$ cat src/rtl/mcs51_pkg.sv
// Shared MCS-51 definitions: timer CTRL bit positions, per-channel register
// offsets and the timer mode encoding.
package mcs51_pkg;

    typedef enum logic [1:0] {
        TMR_MODE_FREE    = 2'b00,
        TMR_MODE_RELOAD  = 2'b01,
        TMR_MODE_ONESHOT = 2'b10,
        TMR_MODE_RSVD    = 2'b11
    } tmr_mode_e;

    localparam int TMR_CTRL_RUN     = 0;
    localparam int TMR_CTRL_MODE_LO = 1;
    localparam int TMR_CTRL_MODE_HI = 2;
    localparam int TMR_CTRL_CT      = 3;
    localparam int TMR_CTRL_GATE    = 4;
    localparam int TMR_CTRL_IE      = 5;
    localparam int TMR_CTRL_CAPF    = 6;
    localparam int TMR_CTRL_OVF     = 7;

    localparam logic [2:0] TMR_OFF_CTRL  = 3'd0;
    localparam logic [2:0] TMR_OFF_CNT_L = 3'd1;
    localparam logic [2:0] TMR_OFF_CNT_H = 3'd2;
    localparam logic [2:0] TMR_OFF_RLD_L = 3'd3;
    localparam logic [2:0] TMR_OFF_RLD_H = 3'd4;
    localparam logic [2:0] TMR_OFF_CAP_L = 3'd5;
    localparam logic [2:0] TMR_OFF_CAP_H = 3'd6;
    localparam logic [2:0] TMR_OFF_RSVD  = 3'd7;

endpackage

$ cat src/rtl/mcs51_tmr_chan.sv
// One timer/counter channel: CTRL, counter, reload, atomic read shadow and
// write hold. Capture logic exists only when MCS51_TMR_CAPTURE_EN is defined.
module mcs51_tmr_chan
    import mcs51_pkg::*;
#(
    parameter int CNT_W = 16
) (
    input  logic       clk,
    input  logic       reset_n,
    input  logic       pre_tick,
    input  logic       ext_tick,
    input  logic       gate_in,
    input  logic       cap_in,
    input  logic       wr_en,
    input  logic [2:0] wr_off,
    input  logic [7:0] wr_data,
    input  logic       rd_snap,
    input  logic [2:0] rd_off,
    input  logic       ack,
    output logic [7:0] rd_byte,
    output logic       run,
    output logic       irq
);

    localparam logic [7:0] HI_MASK = 8'((1 << (CNT_W - 8)) - 1);

    logic [7:0]       ctrl_q, ctrl_d;
    logic [CNT_W-1:0] cnt_q, cnt_d;
    logic [CNT_W-1:0] rld_q, rld_d;
    logic [7:0]       shadow_q, shadow_d;
    logic [7:0]       hold_q, hold_d;
    logic             tick_prev_q, tick_prev_d;
    logic [15:0]      cnt16, rld16;
    tmr_mode_e        mode;
    logic             fall, en, at_max, cnt_wr, ctrl_wr, ovf_evt, ovf_base, stop;

`ifdef MCS51_TMR_CAPTURE_EN
    logic [CNT_W-1:0] cap_q, cap_d;
    logic             cap_prev_q, cap_prev_d;
    logic             cap_evt;
    logic [15:0]      cap16;

    // Capture samples the counter before this cycle's increment.
    always_comb begin
        cap_evt    = cap_in & ~cap_prev_q;
        cap_prev_d = cap_in;
        cap_d      = cap_evt ? cnt_q : cap_q;
        cap16      = 16'(cap_q);
    end

    always_ff @(posedge clk or negedge reset_n) begin
        if (!reset_n) begin
            cap_q      <= '0;
            cap_prev_q <= 1'b0;
        end else begin
            cap_q      <= cap_d;
            cap_prev_q <= cap_prev_d;
        end
    end
`else
    logic unused_cap;
    assign unused_cap = cap_in;
`endif

    always_comb begin
        mode        = tmr_mode_e'(ctrl_q[TMR_CTRL_MODE_HI:TMR_CTRL_MODE_LO]);
        cnt16       = 16'(cnt_q);
        rld16       = 16'(rld_q);
        fall        = tick_prev_q & ~ext_tick;
        en          = ctrl_q[TMR_CTRL_RUN] & (~ctrl_q[TMR_CTRL_GATE] | gate_in) &
                      (ctrl_q[TMR_CTRL_CT] ? fall : pre_tick);
        cnt_wr      = wr_en && (wr_off == TMR_OFF_CNT_L);
        ctrl_wr     = wr_en && (wr_off == TMR_OFF_CTRL);
        at_max      = &cnt_q;
        ovf_evt     = en & at_max & ~cnt_wr;
        stop        = 1'b0;
        tick_prev_d = ext_tick;

        // A CPU counter write swallows a coincident tick entirely.
        cnt_d = cnt_q;
        if (cnt_wr) begin
            cnt_d = CNT_W'({hold_q, wr_data});
        end else if (en) begin
            if (!at_max) begin
                cnt_d = cnt_q + CNT_W'(1);
            end else begin
                case (mode)
                    TMR_MODE_RELOAD:  cnt_d = rld_q;
                    TMR_MODE_ONESHOT: begin
                        cnt_d = rld_q;
                        stop  = 1'b1;
                    end
                    default:          cnt_d = '0;
                endcase
            end
        end

        ctrl_d = ctrl_q;
        if (ctrl_wr) begin
            ctrl_d[TMR_CTRL_IE:TMR_CTRL_RUN] = wr_data[5:0];
        end else if (stop) begin
            ctrl_d[TMR_CTRL_RUN] = 1'b0;
        end
        // A fresh overflow always survives a same-cycle ack or CTRL write.
        ovf_base = ctrl_wr ? wr_data[TMR_CTRL_OVF] : ctrl_q[TMR_CTRL_OVF];
        if (ack) begin
            ovf_base = 1'b0;
        end
        ctrl_d[TMR_CTRL_OVF] = ovf_base | ovf_evt;
`ifdef MCS51_TMR_CAPTURE_EN
        ctrl_d[TMR_CTRL_CAPF] = (ctrl_wr ? wr_data[TMR_CTRL_CAPF] : ctrl_q[TMR_CTRL_CAPF]) | cap_evt;
`else
        ctrl_d[TMR_CTRL_CAPF] = 1'b0;
`endif

        rld_d = rld_q;
        if (wr_en && (wr_off == TMR_OFF_RLD_L)) begin
            rld_d = CNT_W'({rld16[15:8], wr_data});
        end else if (wr_en && (wr_off == TMR_OFF_RLD_H)) begin
            rld_d = CNT_W'({wr_data, rld16[7:0]});
        end

        hold_d   = (wr_en && (wr_off == TMR_OFF_CNT_H)) ? (wr_data & HI_MASK) : hold_q;
        shadow_d = rd_snap ? cnt16[15:8] : shadow_q;
    end

    always_comb begin
        rd_byte = 8'hFF;
        case (rd_off)
            TMR_OFF_CTRL:  rd_byte = ctrl_q;
            TMR_OFF_CNT_L: rd_byte = cnt16[7:0];
            TMR_OFF_CNT_H: rd_byte = shadow_q;
            TMR_OFF_RLD_L: rd_byte = rld16[7:0];
            TMR_OFF_RLD_H: rd_byte = rld16[15:8];
`ifdef MCS51_TMR_CAPTURE_EN
            TMR_OFF_CAP_L: rd_byte = cap16[7:0];
            TMR_OFF_CAP_H: rd_byte = cap16[15:8];
`else
            TMR_OFF_CAP_L: rd_byte = 8'hFF;
            TMR_OFF_CAP_H: rd_byte = 8'hFF;
`endif
            TMR_OFF_RSVD:  rd_byte = 8'hFF;
        endcase
    end

    assign run = ctrl_q[TMR_CTRL_RUN];
    assign irq = ctrl_q[TMR_CTRL_OVF] & ctrl_q[TMR_CTRL_IE];

    always_ff @(posedge clk or negedge reset_n) begin
        if (!reset_n) begin
            ctrl_q      <= '0;
            cnt_q       <= '0;
            rld_q       <= '0;
            shadow_q    <= '0;
            hold_q      <= '0;
            tick_prev_q <= 1'b1;
        end else begin
            ctrl_q      <= ctrl_d;
            cnt_q       <= cnt_d;
            rld_q       <= rld_d;
            shadow_q    <= shadow_d;
            hold_q      <= hold_d;
            tick_prev_q <= tick_prev_d;
        end
    end

endmodule

$ cat src/rtl/mcs51_timer_bank.sv
// Timer/counter bank on the SFR bus: shared prescaler, address decode, read
// mux and NUM_CH channels. Optional capture: define MCS51_TMR_CAPTURE_EN.
module mcs51_timer_bank
    import mcs51_pkg::*;
#(
    parameter int         NUM_CH   = 4,
    parameter int         CNT_W    = 16,
    parameter logic [7:0] SFR_BASE = 8'hC0,
    parameter int         PRESCALE = 12
) (
    input  logic              clk,
    input  logic              reset_n,
    input  logic [7:0]        sfr_raddr,
    input  logic              sfr_re,
    output logic [7:0]        sfr_rdata,
    output logic              sfr_hit,
    input  logic [7:0]        sfr_waddr,
    input  logic [7:0]        sfr_wdata,
    input  logic              sfr_we,
    input  logic [NUM_CH-1:0] ext_tick,
    input  logic [NUM_CH-1:0] gate_in,
    input  logic [NUM_CH-1:0] cap_in,
    input  logic              int_ack,
    input  logic [1:0]        ack_ch,
    output logic [NUM_CH-1:0] irq
);

    localparam int              PS_W    = (PRESCALE > 1) ? $clog2(PRESCALE) : 1;
    localparam logic [PS_W-1:0] PS_LAST = PS_W'(PRESCALE - 1);
    localparam logic [7:0]      SPAN    = 8'(8 * NUM_CH);

    logic [PS_W-1:0]   pre_q, pre_d;
    logic              pre_tick, any_run;
    logic [NUM_CH-1:0] run_vec;
    logic [7:0]        rdiff, wdiff;
    logic              rhit, whit;
    logic [3:0][7:0]   rd_bytes;

    // Prescaler idles at zero whenever every channel is stopped.
    always_comb begin
        any_run  = |run_vec;
        pre_tick = any_run && (pre_q == PS_LAST);
        if (!any_run || pre_tick) begin
            pre_d = '0;
        end else begin
            pre_d = pre_q + PS_W'(1);
        end
    end

    always_ff @(posedge clk or negedge reset_n) begin
        if (!reset_n) begin
            pre_q <= '0;
        end else begin
            pre_q <= pre_d;
        end
    end

    always_comb begin
        rdiff     = sfr_raddr - SFR_BASE;
        wdiff     = sfr_waddr - SFR_BASE;
        rhit      = rdiff < SPAN;
        whit      = wdiff < SPAN;
        sfr_hit   = rhit;
        sfr_rdata = rhit ? rd_bytes[rdiff[4:3]] : 8'hFF;
    end

    for (genvar i = 0; i < 4; i++) begin : g_ch
        if (i < NUM_CH) begin : g_on
            mcs51_tmr_chan #(
                .CNT_W(CNT_W)
            ) u_chan (
                .clk      (clk),
                .reset_n  (reset_n),
                .pre_tick (pre_tick),
                .ext_tick (ext_tick[i]),
                .gate_in  (gate_in[i]),
                .cap_in   (cap_in[i]),
                .wr_en    (sfr_we && whit && (wdiff[4:3] == 2'(i))),
                .wr_off   (wdiff[2:0]),
                .wr_data  (sfr_wdata),
                .rd_snap  (sfr_re && rhit && (rdiff[4:3] == 2'(i)) && (rdiff[2:0] == TMR_OFF_CNT_L)),
                .rd_off   (rdiff[2:0]),
                .ack      (int_ack && (ack_ch == 2'(i))),
                .rd_byte  (rd_bytes[i]),
                .run      (run_vec[i]),
                .irq      (irq[i])
            );
        end else begin : g_off
            assign rd_bytes[i] = 8'hFF;
        end
    end

endmodule

$ cat config.mk
export PLATFORM = sky130hd
export DESIGN_NAME = mcs51_timer_bank
export DESIGN_NICKNAME = d
export VERILOG_FILES = /design/src/rtl/mcs51_pkg.sv /design/src/rtl/mcs51_tmr_chan.sv /design/src/rtl/mcs51_timer_bank.sv
export SDC_FILE = /design/constraint.sdc
export NUM_CORES = 1
export LEC_CHECK = 0
export ABC_CLOCK_PERIOD_IN_PS = 2600
export BUFFER_PORTS_ARGS = -buffer_cell sky130_fd_sc_hd__buf_2
export CELL_PAD_IN_SITES_DETAIL_PLACEMENT = 1
export CELL_PAD_IN_SITES_GLOBAL_PLACEMENT = 1
export CORE_MARGIN = 2
export CORE_UTILIZATION = 45
export DETAILED_ROUTE_END_ITERATION = 10
export PLACE_DENSITY = 0.75
export SYNTH_ARGS = -nofsm -noshare
export SYNTH_HDL_FRONTEND = slang
export SYNTH_HIERARCHICAL = 1
export SYNTH_SLANG_ARGS = --single-unit
$ cat constraint.sdc
create_clock -name clk -period 2.6 [get_ports clk]
set_input_delay 0.52 -clock clk [delete_from_list [all_inputs] [get_ports clk]]
set_output_delay 0.52 -clock clk [all_outputs]
set_load 0.1 [all_outputs]
# After elaboration in Yosys (flattened, before gate mapping)
# Index checks and enable logic that the tools add are counted.
[totals]
regBits = 228
wordCells = 256
[op_classes]
n_eq_ne = 29
muxes = 64
bitwise_logic = 48
n_addsub = 7
order_cmp = 3
reduce_logical = 68
[ops]
columns = ["cell", "count"]
rows = [
  ["$mux 16", 16],
  ["$pmux 8 s6", 4],
  ["$add 16x1->16 const B", 4],
  ["$reduce_and 16->1", 4],
  ["$mux 8", 6],
  ["$logic_and 1x1->1", 39],
  ["$mux 1", 36],
  ["$and 1x1->1", 24],
  ["$eq 2x2->1 const B", 10],
  ["$bmux 8 s2", 1],
  ["$lt 8x6->1 const B", 2],
  ["$not 1->1", 16],
  ["$reduce_bool 2->1", 8],
  ["$sub 8x8->8 const B", 2],
  ["$eq 3x3->1 const B", 5],
  ["$eq 2x1->1 const B", 7],
  ["$eq 3x2->1 const B", 4],
  ["$or 1x1->1", 8],
  ["$reduce_and 2->1", 4],
  ["$reduce_or 2->1", 4],
  ["$eq 3x1->1 const B", 2],
  ["$logic_not 2->1", 3],
  ["$logic_not 3->1", 2],
  ["$add 4x1->4 const B", 1],
  ["7 further kinds", 7],
]

# Longest topological paths before layout
# Gate-level depths: netlist (run 1).
[depth]
ltp_word = 8
ltp_mapped = 10

# By module
# The synthesis (run 1) kept the hierarchy.
[by_module_without_submodules]
columns = ["mod", "n_inst", "cells_per_inst", "area_each_um2"]
rows = [
  ["mcs51_tmr_chan (g_ch[0].g_on.u_chan ...)", 3, 317, 3123.0],
  ["mcs51_tmr_chan (g_ch[3].g_on.u_chan)", 1, 301, 3099.2],
  ["mcs51_timer_bank", 1, 65, 616.8],
]

# Worst setup path after synthesis (run 1)
# No wires, ideal clock.
[synth_timing]
kind = "input to output"
startpoint = "in sfr_raddr[0]"
endpoint = "out sfr_rdata[5]"
setup_slack_ps = -524
stages = 7
path_buffers = 2
arrival_ps = 2604
path_cell_list = "clkbuf_1 > clkbuf_1 > mux4_2 > nor2_1 > a21oi_1 > mux4_2 > or2_1"
[synth_rtl]
columns = ["item", "line", "rtl"]
rows = [
  ["start, declared", "mcs51_timer_bank.sv:13", "input logic [7:0] sfr_raddr,"],
  ["end, declared", "mcs51_timer_bank.sv:15", "output logic [7:0] sfr_rdata,"],
]

==> run summary, run 1 <==
Setup violations, final: 8
Post-Syn Instances: 1,317
Peak VDD IR: 0.000352 V
Yosys top cell area share: 0.428
Worst hold stages: 1
Die area: 30,500 um^2
H-tree depth: 1
Via density: 6.25
R2R Setup Slk: 0.08 ns
Worst EP arrival: 2.56 ns
DP Area: 14,900 um^2
Worst r2r src: g_ch[3].g_on.u_chan/ctrl_q[0]
Worst Setup SP: g_ch[3].g_on.u_chan/ctrl_q[7]
Nets@finish: 1,550
Crit path top cell by count: mux4_2
CTS Root Cell: clkbuf_16
GRT overflow: 0
Rel. slew slack: 0.497
I/O Buffers: 51
Vias in the first global route: 12,600
Distinct cells, synth: 64
ANT nets after route: 0
Initial core utilization: 0.456
Clock transition at path regs: 0.06 ns
Pre-CTS WS: -0.711 ns
Worst reg2reg endpoint: g_ch[0].g_on.u_chan/cnt16[15]
Ports: 56
Slew @ Worst Pin: 0.754 ns
Number of buffers created by CTS: 27
Post-synth net total: 1,369
RePlAce Congestion: 0.928
Startpoint Class: flip-flop
Clk buf depth: 3
Final period utilization: 1.19
Max Clk Rate: 324 MHz
Hold Path Class: input pin to flip-flop
DRC Markers: 0
Crit-path cells: mux4_2, nor2_2, a21oi_2, mux4_2, or2_4, buf_12
Final WS setup: -0.483 ns
Clk sink count: 228
Drt first-iter violations: 843
Share of cells above drive strength 1: 0.334
Leakage: 7.29 nW
Critical Path Fanout Max: 2
Core area: 28,700 um^2
Layout area overhead: 22.7%
Leading area contributor after synthesis: dfrtp_1
Antenna violations before repair: 0
Max-slew violations: 0
Commonest non-fill, non-tap cell in the layout: dfrtp_1
Row count: 62
#FFs+latches synth: 228
Asr flop ratio synth: 1.00
Crit. End Element: primary output
Crit Path Class: flip-flop to primary output
Yosys warnings: 6
Largest net degree at the start of global routing: 62
Ant diodes: 0
HP Start: ext_tick[3]
Mapped Area: 13,100 um^2
Routed WL: 47,600 um
Pwr/cell area: 595 nW/um^2
Routed len/inst: 25.0 um
Ys flop type: dfrtp_1
Final hold violations: 0
GR Util All Layers: 0.315
Hold Crit Endpoint: g_ch[3].g_on.u_chan/tick_prev_q
Final min period: 3.08 ns
Die width: 175 um
Sequential area share after synthesis: 0.436
CTS tree: done
DP HPWL: 34,200 um
Worst-Skew Late Latency: 0.54 ns
Slowest CP cell: mux4_2
# fillers: 3,245
Global-route wire length before repair: 75,000 um
Number of synthesized flops with an enable pin: 0
Die Ht: 175 um
Commonest non-fill, non-tap cells in the layout: dfrtp_1, buf_4, mux2_2
Synth area leaders: dfrtp_1, mux2_2, o21ai_0
Final Skew: 0.0104 ns
Cell area after layout: 16,100 um^2
Violated checks: negative setup slack
Worst EP required: 2.08 ns
Synthesized area per cell: 9.94 um^2
R2R cell count: 10
CP max stage delay: 0.53 ns
Max cap viols: 0
Status: finished with violations
Detailed-route via count: 11,900
RSZ-0062 raised after global routing: yes
DRT Pass-1 Iters: 5
[registers in the layout (all words and copies together) (netlist names)]
register                      count
g_ch.g_on.u_chan/cnt16           64
g_ch.g_on.u_chan/rld16           64
g_ch.g_on.u_chan/hold_q          32
g_ch.g_on.u_chan/shadow_q        32
g_ch.g_on.u_chan/ctrl_q          28
g_ch.g_on.u_chan/tick_prev_q      4
pre_q                             4
[through the flow]
stage	setup TNS, ns	util	instances	hold slack, ns	power (mW)
4_1_cts	-3.33	0.555	1899	0.0783	9.54
6_report	-3.31	0.559	1902	0.0890	9.56
5_1_grt	-3.81	0.559	1902	0.0749	9.93
3_5_place_dp	-5.39	0.519	1846	0.462	5.87
2_1_floorplan	-0.0782	-	1317	0.224	5.01
3_3_place_gp	-4.64	0.519	1846	0.443	5.79
[repair_timing]
| action | CTS | global route |
|---|---|---|
| endpoints found under the setup margin | 21 | 49 |
| hold buffers | 1 | 0 |
| setup buffers | 3 | 3 |
| gates resized for setup | 66 | 25 |
| pin swaps | 11 | 4 |
| hold endpoints to repair | 54 | 0 |
[routing by layer]
layer  up-vias  part of all wire  GRT usage
met3       109             0.049     0.0324
met2       399              0.48      0.525
met5         -                 0          0
met1      6162              0.43      0.432
met4         0             0.035      0.106
li1       5210                 -          -
[layout make-up]
cell class / instances / area (um^2) / area share
Multi-Input combinational cell: 970 / 7060 / 0.440
Sequential cell: 228 / 5710 / 0.356
Clock buffer: 42 / 802 / 0.0500
Inverter: 44 / 165 / 0.0103
Clock inverter: 7 / 41.3 / 0.00257
Tap cell: 384 / 480 / 0.0299
Timing Repair Buffer: 227 / 1790 / 0.111
[power breakdown]
group          internal [mW]  switching (mW)  leakage [nW]
logic                  0.782           0.999          3.87
registers               3.82           0.316          3.00
clock network           2.11            1.53         0.416
total                   6.71            2.85          7.29
[worst max-delay path by stage]
stage	end	cells after the start
after floorplan	sfr_rdata[7]	6
after global placement	sfr_rdata[3]	9
after detailed placement	sfr_rdata[5]	9
after CTS	sfr_rdata[2]	6
after global routing	sfr_rdata[0]	6
final	sfr_rdata[7]	6
[kinds of logic after synthesis]
group / Yosys count / share of synthesized area
buf+inv: 119 / 0.0394
mux: 163 / 0.157
simple gates: 459 / 0.193
flops: 228 / 0.436
compound gates: 302 / 0.141
fa+ha+maj: 9 / 0.00861
xor+xnor: 37 / 0.0248
[synthesized netlist by cell type (all sizes together), types with 17 or more instances]
cell / number
nand3: 49
nand2: 94
a21oi: 74
mux4: 18
inv: 44
a31oi: 25
nor2: 111
nor2b: 26
clkbuf: 53
xnor2: 27
o21ai: 89
nor3: 41
buf: 22
nand4: 21
and3: 17
mux2: 137
o22ai: 33
dfrtp: 224
[critical path, delay by kind of cell (launching register included)]
family	cells	cell delay, ns
AO/OA/AOI/OAI	1	0.06
multiplexers	2	1.01
AND/OR/NAND/NOR	2	0.37
buffers and inverters	1	0.17
flip-flops	1	0.42
(Power assumes the default switching activity.)
==> run 2: changes to the inputs <==
--- a/config.mk
+++ b/config.mk
@@ -11,2 +11,3 @@
 export CELL_PAD_IN_SITES_GLOBAL_PLACEMENT = 1
+export CORE_ASPECT_RATIO = 2
 export CORE_MARGIN = 2
==> constraint.sdc (replaced) <==
create_clock -name clk -period 2.6 [get_ports clk]
set_input_delay 0.39 -clock clk [delete_from_list [all_inputs] [get_ports clk]]
set_output_delay 0.39 -clock clk [all_outputs]
set_load 0.1 [all_outputs]
==> run summary, run 2 (synthesis gave the netlist of run 1 again) <==
Final min period: 3.02 ns (-0.0653 ns)
Commonest non-fill, non-tap cell in the layout: dfrtp_1
CTS tree: done
Pre-CTS WS: -0.464 ns (+0.246 ns)
Final period utilization: 1.16 (-0.0251)
Share of cells above drive strength 1: 0.344 (+0.00990)
Worst EP required: 2.21 ns (+0.13 ns)
Violated checks: negative setup slack
Max-slew violations: 0 (unchanged)
Die Ht: 245 um (+40%)
RePlAce Congestion: 0.924 (-0.47%)
Clock network power share: 0.370 (-0.011)
Final WS setup: -0.418 ns (+0.0653 ns)
Clk buf depth: 3 (unchanged)
H-tree depth: 1 (unchanged)
Number of buffers created by CTS: 23 (-15%)
Family with the most delay on the worst path: compound AO/OA/AOI/OAI gates
Vias in the first global route: 13,000 (+3.2%)
Startpoint Class: flip-flop
Critical Path Fanout Max: 2 (unchanged)
GR Util All Layers: 0.327 (+0.0122)
Largest net degree at the start of global routing: 78 (+26%)
Slowest CP cell: mux4_2
Peak VDD IR: 0.000563 V (+60%)
Commonest non-fill, non-tap cells in the layout: dfrtp_1, buf_4, mux2_2
Max Clk Rate: 331 MHz (+2.2%)
Crit Path Class: flip-flop to primary output
ANT nets after route: 0 (unchanged)
Die area: 30,500 um^2 (+0.27%)
Routed WL: 50,500 um (+6.1%)
CTS Root Cell: clkbuf_16
Initial core utilization: 0.455 (-0.000556)
Hold Path Class: input pin to flip-flop
Buf+Inv Stages, Crit Path: 1 (unchanged)
Post-placement cell count: 1,831 (-0.81%)
Clock transition at path regs: 0.07 ns (about the same)
DRT Pass-1 Iters: 4 (-1)
Clk sink count: 228 (unchanged)
DP HPWL: 36,400 um (+6.3%)
GRT overflow: 0 (unchanged)
I/O Buffers: 51 (unchanged)
Detailed-route via count: 11,900 (+0.025%)
Setup violations, final: 7 (-1)
Row count: 88 (+42%)
Leakage: 7.46 nW (+2.3%)
Status: finished with violations
Combinational share of power: 0.192 (+0.006)
Crit. End Element: primary output
Global-route wire length before repair: 76,800 um (+2.4%)
Routed len/inst: 26.5 um (+5.7%)
Crit-path cells: nor2b_4, a211oi_2, a21oi_1, o22a_1, mux4_2, or2_4, buf_12
CP max stage delay: 0.49 ns (-0.04 ns)
Layout area overhead: 24.1%
Die width: 125 um (-29%)
Worst EP arrival: 2.63 ns (+0.07 ns)
Core area: 28,700 um^2 (+0.12%)
Pint: 6.63 mW (-1.3%)
Antenna violations before repair: 1 (+1)
Switching power: 2.88 mW (+1.3%)
Final cell count without fillers: 1,908 (+0.32%)
Max cap viols: 0 (unchanged)
Worst-Skew Late Latency: 0.54 ns (about the same)
Drt first-iter violations: 713 (-15%)
Rel. slew slack: 0.488 (-0.00898)
Final Skew: 0.0150 ns (+0.00462 ns)
Switching part of the total: 0.303 (+0.00552)
Fin util: 0.565 (+0.00554)
Hold Slack: 0.219 ns (+0.130 ns)
RSZ-0062 raised after global routing: yes
Via density: 6.23 (-0.29%)
Ports: 56 (unchanged)
Final hold violations: 0 (unchanged)
Nets@finish: 1,583 (+2.1%)
Pwr/cell area: 586 nW/um^2 (-1.6%)
DRC Markers: 0 (unchanged)
Slew @ Worst Pin: 0.767 ns (+0.0135 ns)
Seq pwr share: 0.438 (+0.005)
run 2: final cells by class:
type,count,area [um^2]
multi-input combinational,970,7030
antenna,1,2.50
sequential,228,5720
timing repair buffer,264,2100
tap,360,450
fill,3231,12500
inverter,44,165
clock buffer,28,624
clock inverter,13,143
run 2: timing repair:
item	CTS	global route
gates cloned	0	1
pin swaps	8	18
hold endpoints to repair	75	0
setup endpoints to repair	8	24
gates resized for setup	51	37
hold buffers	5	0
buffers inserted	10	19
run 2: tightest hold or removal path: stages:
cell and delay (ns):
buf_2 0.10, nor3b_1 0.05, o22ai_1 0.15
run 2: layer usage:
layer / wire length [um] / vias up / global-route usage
met2: 26600 / 360 / 0.600
met3: 1750 / 190 / 0.0347
met1: 18000 / 6064 / 0.348
met5: 0 / - / 0
met4: 4200 / 0 / 0.228
li1: - / 5269 / -
run 2: power by group through the flow:
| stage | Clock [mW] | Sequential (mW) | Combinational (mW) |
|---|---|---|---|
| after floorplan | 0 | 4.09 | 0.903 |
| after global placement | 0 | 4.20 | 1.64 |
| after detailed placement | 0 | 4.21 | 1.70 |
| after CTS | 3.60 | 4.15 | 1.76 |
| after global routing | 3.73 | 4.17 | 1.98 |
| final | 3.52 | 4.16 | 1.83 |
run 2: path summary, 6_finish.rpt:
path                                                     from                               to  slack [ns]  cells past startpoint
worst max-delay path            g_ch[1].g_on.u_chan/ctrl_q[3]                     sfr_rdata[3]       -0.42                      7
min in group asynchronous                             reset_n    g_ch[1].g_on.u_chan/hold_q[7]        0.44                      2
worst min-delay path                                ack_ch[1]    g_ch[0].g_on.u_chan/ctrl_q[7]        0.22                      3
worst max register to register  g_ch[3].g_on.u_chan/ctrl_q[0]     g_ch[2].g_on.u_chan/cnt16[2]        0.09                     12
worst min register to register                       pre_q[0]                         pre_q[0]        0.46                      1
max in group asynchronous                             reset_n  g_ch[2].g_on.u_chan/tick_prev_q        1.36                      3
run 2: per-stage QoR:
step	setup TNS (ns)	total power [mW]	area, um^2
after CTS	-2.33	9.51	16000
final	-2.35	9.51	16200
after floorplan	-0.0612	4.99	13100
after global placement	-2.56	5.84	14900
after detailed placement	-2.80	5.91	14900
after global routing	-2.73	9.88	16200
==> run 3: changes to the inputs <==
PLACE_DENSITY = not set   (was 0.75)
PLACE_DENSITY_LB_ADDON = 0.2   (was not set)
SLEW_MARGIN = 20   (was not set)
==> run summary, run 3 (synthesis gave the netlist of run 1 again) <==
Hold Crit Endpoint: g_ch[0].g_on.u_chan/ctrl_q[7]
Status: finished with violations
Die area: 30,500 um^2 (unchanged)
Clock transition at path regs: 0.07 ns (about the same)
Pint: 6.62 mW (-0.11%)
H-tree depth: 1 (unchanged)
DRT Pass-1 Iters: 4 (unchanged)
Peak VDD IR: 0.000468 V (-17%)
CTS Root Cell: clkbuf_16
Combinational share of power: 0.189 (-0.003)
Post-placement cell count: 1,800 (-1.7%)
Ports: 56 (unchanged)
Number of buffers created by CTS: 23 (unchanged)
Slew @ Worst Pin: 0.824 ns (+0.0563 ns)
Final setup TNS: -2.38 ns (-0.0236 ns)
Antenna violations before repair: 1 (unchanged)
Vias in the first global route: 12,600 (-3.2%)
Final hold violations: 0 (unchanged)
RSZ-0062 raised after global routing: yes
Clk sink count: 228 (unchanged)
Rel. slew slack: 0.451 (-0.0375)
Worst EP arrival: 2.60 ns (-0.03 ns)
Max-slew violations: 0 (unchanged)
Pwr/cell area: 591 nW/um^2 (+0.82%)
Worst-Skew Late Latency: 0.54 ns (about the same)
Commonest non-fill, non-tap cell in the layout: dfrtp_1
Detailed-route via count: 11,700 (-1.2%)
Switching power: 2.80 mW (-2.8%)
Final period utilization: 1.15 (-0.0110)
Clk buf depth: 3 (unchanged)
Critical Path Fanout Max: 2 (unchanged)
Largest net degree at the start of global routing: 106 (+36%)
DRC Markers: 0 (unchanged)
Seq pwr share: 0.442 (+0.004)
Worst EP required: 2.21 ns (about the same)
Core area: 28,700 um^2 (unchanged)
Final WS setup: -0.389 ns (+0.0286 ns)
Routed len/inst: 26.6 um (+0.40%)
ANT nets after route: 0 (unchanged)
Switching part of the total: 0.298 (-0.00569)
Via density: 6.31 (+1.3%)
Final min period: 2.99 ns (-0.0286 ns)
Final Skew: 0.0151 ns (+0.0000476 ns)
Hold Path Class: input pin to flip-flop
Layout area overhead: 21.9%
Final cell count without fillers: 1,861 (-2.5%)
Worst reg2reg endpoint: g_ch[2].g_on.u_chan/cnt16[7]
Die width: 125 um (unchanged)
Violated checks: negative setup slack
Leakage: 7.21 nW (-3.4%)
Commonest non-fill, non-tap cells in the layout: dfrtp_1, buf_4, mux2_2
Global-route wire length before repair: 74,600 um (-2.9%)
Crit Path Class: flip-flop to primary output
Initial core utilization: 0.455 (unchanged)
Share of cells above drive strength 1: 0.328 (-0.0159)
Worst hold stages: 3 (unchanged)
R2R Setup Slk: 0.17 ns (+0.08 ns)
Routed WL: 49,400 um (-2.1%)
Worst r2r src: g_ch[3].g_on.u_chan/ctrl_q[0]
Row count: 88 (unchanged)
Max Clk Rate: 335 MHz (+0.96%)
Startpoint Class: flip-flop
DP HPWL: 35,900 um (-1.2%)
I/O Buffers: 51 (unchanged)
RePlAce Congestion: 0.920 (-0.39%)
HP Start: ack_ch[1]
Clock network power share: 0.369 (about the same)
Nets@finish: 1,538 (-2.8%)
CTS tree: done
R2R cell count: 9 (-3)
GR Util All Layers: 0.320 (-0.00752)
Die Ht: 245 um (unchanged)
Max cap viols: 0 (unchanged)
Drt first-iter violations: 682 (-4.3%)
Crit. End Element: primary output
Setup violations, final: 8 (+1)
GRT overflow: 0 (unchanged)
==> run 3: cell count changes in the layout (fill, tap and decap cells not counted), moves of 4 or more <==
cell	delta
buf_4	-42
buf_6	-4
clkinv_2	-7
nor2_1	-8
nor2_2	+4
nor2_4	+4
==> run 3: critical path: stages, from the launching register on <==
cell and delay (ns):
dfrtp_2 0.45, mux4_2 0.51, nor2_4 0.12, a31oi_2 0.05
mux4_2 0.49, or2_4 0.28, buf_12 0.16
==> run 3: final cells by class <==
class	count	area, um^2
Clock buffer	31	636
Tap cell	360	450
Fill cell	3208	12800
Sequential cell	228	5720
Antenna cell	1	2.50
Clock inverter	8	124
Inverter	44	165
Timing Repair Buffer	219	1770
Multi-Input combinational cell	970	7090
==> run 3: timing repair <==
item | in CTS | in global routing
hold buffers | 5 | 0
endpoints found under the hold margin | 29 | 0
endpoints found under the setup margin | 47 | 37
resized for setup | 55 | 37
pin swaps | 6 | 7
buffers inserted | 11 | 5
==> run 3: per-stage QoR <==
step | area (um^2) | utilization | hold WS, ns | power, mW | worst slack [ns]
after floorplan | 13100 | - | 0.0944 | 4.99 | -0.0612
after global placement | 14700 | 0.513 | 0.260 | 5.81 | -0.296
after detailed placement | 14700 | 0.513 | 0.260 | 5.89 | -0.378
final | 16000 | 0.555 | 0.202 | 9.42 | -0.389
after global routing | 16000 | 0.555 | 0.251 | 9.76 | -0.409
after CTS | 15800 | 0.549 | 0.197 | 9.42 | -0.362
==> run 3: per-layer routing <==
layer | vias to the layer above | GRT usage | part of all wire
li1 | 5184 | - | -
met1 | 5990 | 0.337 | 0.35
met2 | 383 | 0.592 | 0.53
met3 | 181 | 0.0351 | 0.038
met4 | 0 | 0.216 | 0.078
met5 | - | 0 | 0
==> run 3: how the worst max path moves through the flow <==
stage,startpoint,endpoint,slack (ns),cells past startpoint
global route,g_ch[1].g_on.u_chan/rld16[1],sfr_rdata[1],-0.41,6
global placement,sfr_raddr[1],sfr_rdata[1],-0.30,9
detailed placement,sfr_raddr[0],sfr_rdata[0],-0.38,11
floorplan,sfr_raddr[0],sfr_rdata[5],-0.06,7
CTS,g_ch[3].g_on.u_chan/cnt16[2],sfr_rdata[2],-0.36,6
finish,g_ch[1].g_on.u_chan/rld16[1],sfr_rdata[1],-0.39,6
==> run 3: power groups by stage <==
| stage | Clock (mW) | Sequential, mW | Combinational (mW) |
|---|---|---|---|
| 2_1_floorplan | 0 | 4.09 | 0.903 |
| 6_report | 3.48 | 4.16 | 1.78 |
| 5_1_grt | 3.65 | 4.18 | 1.93 |
| 3_3_place_gp | 0 | 4.20 | 1.61 |
| 3_5_place_dp | 0 | 4.21 | 1.68 |
| 4_1_cts | 3.53 | 4.15 | 1.74 |
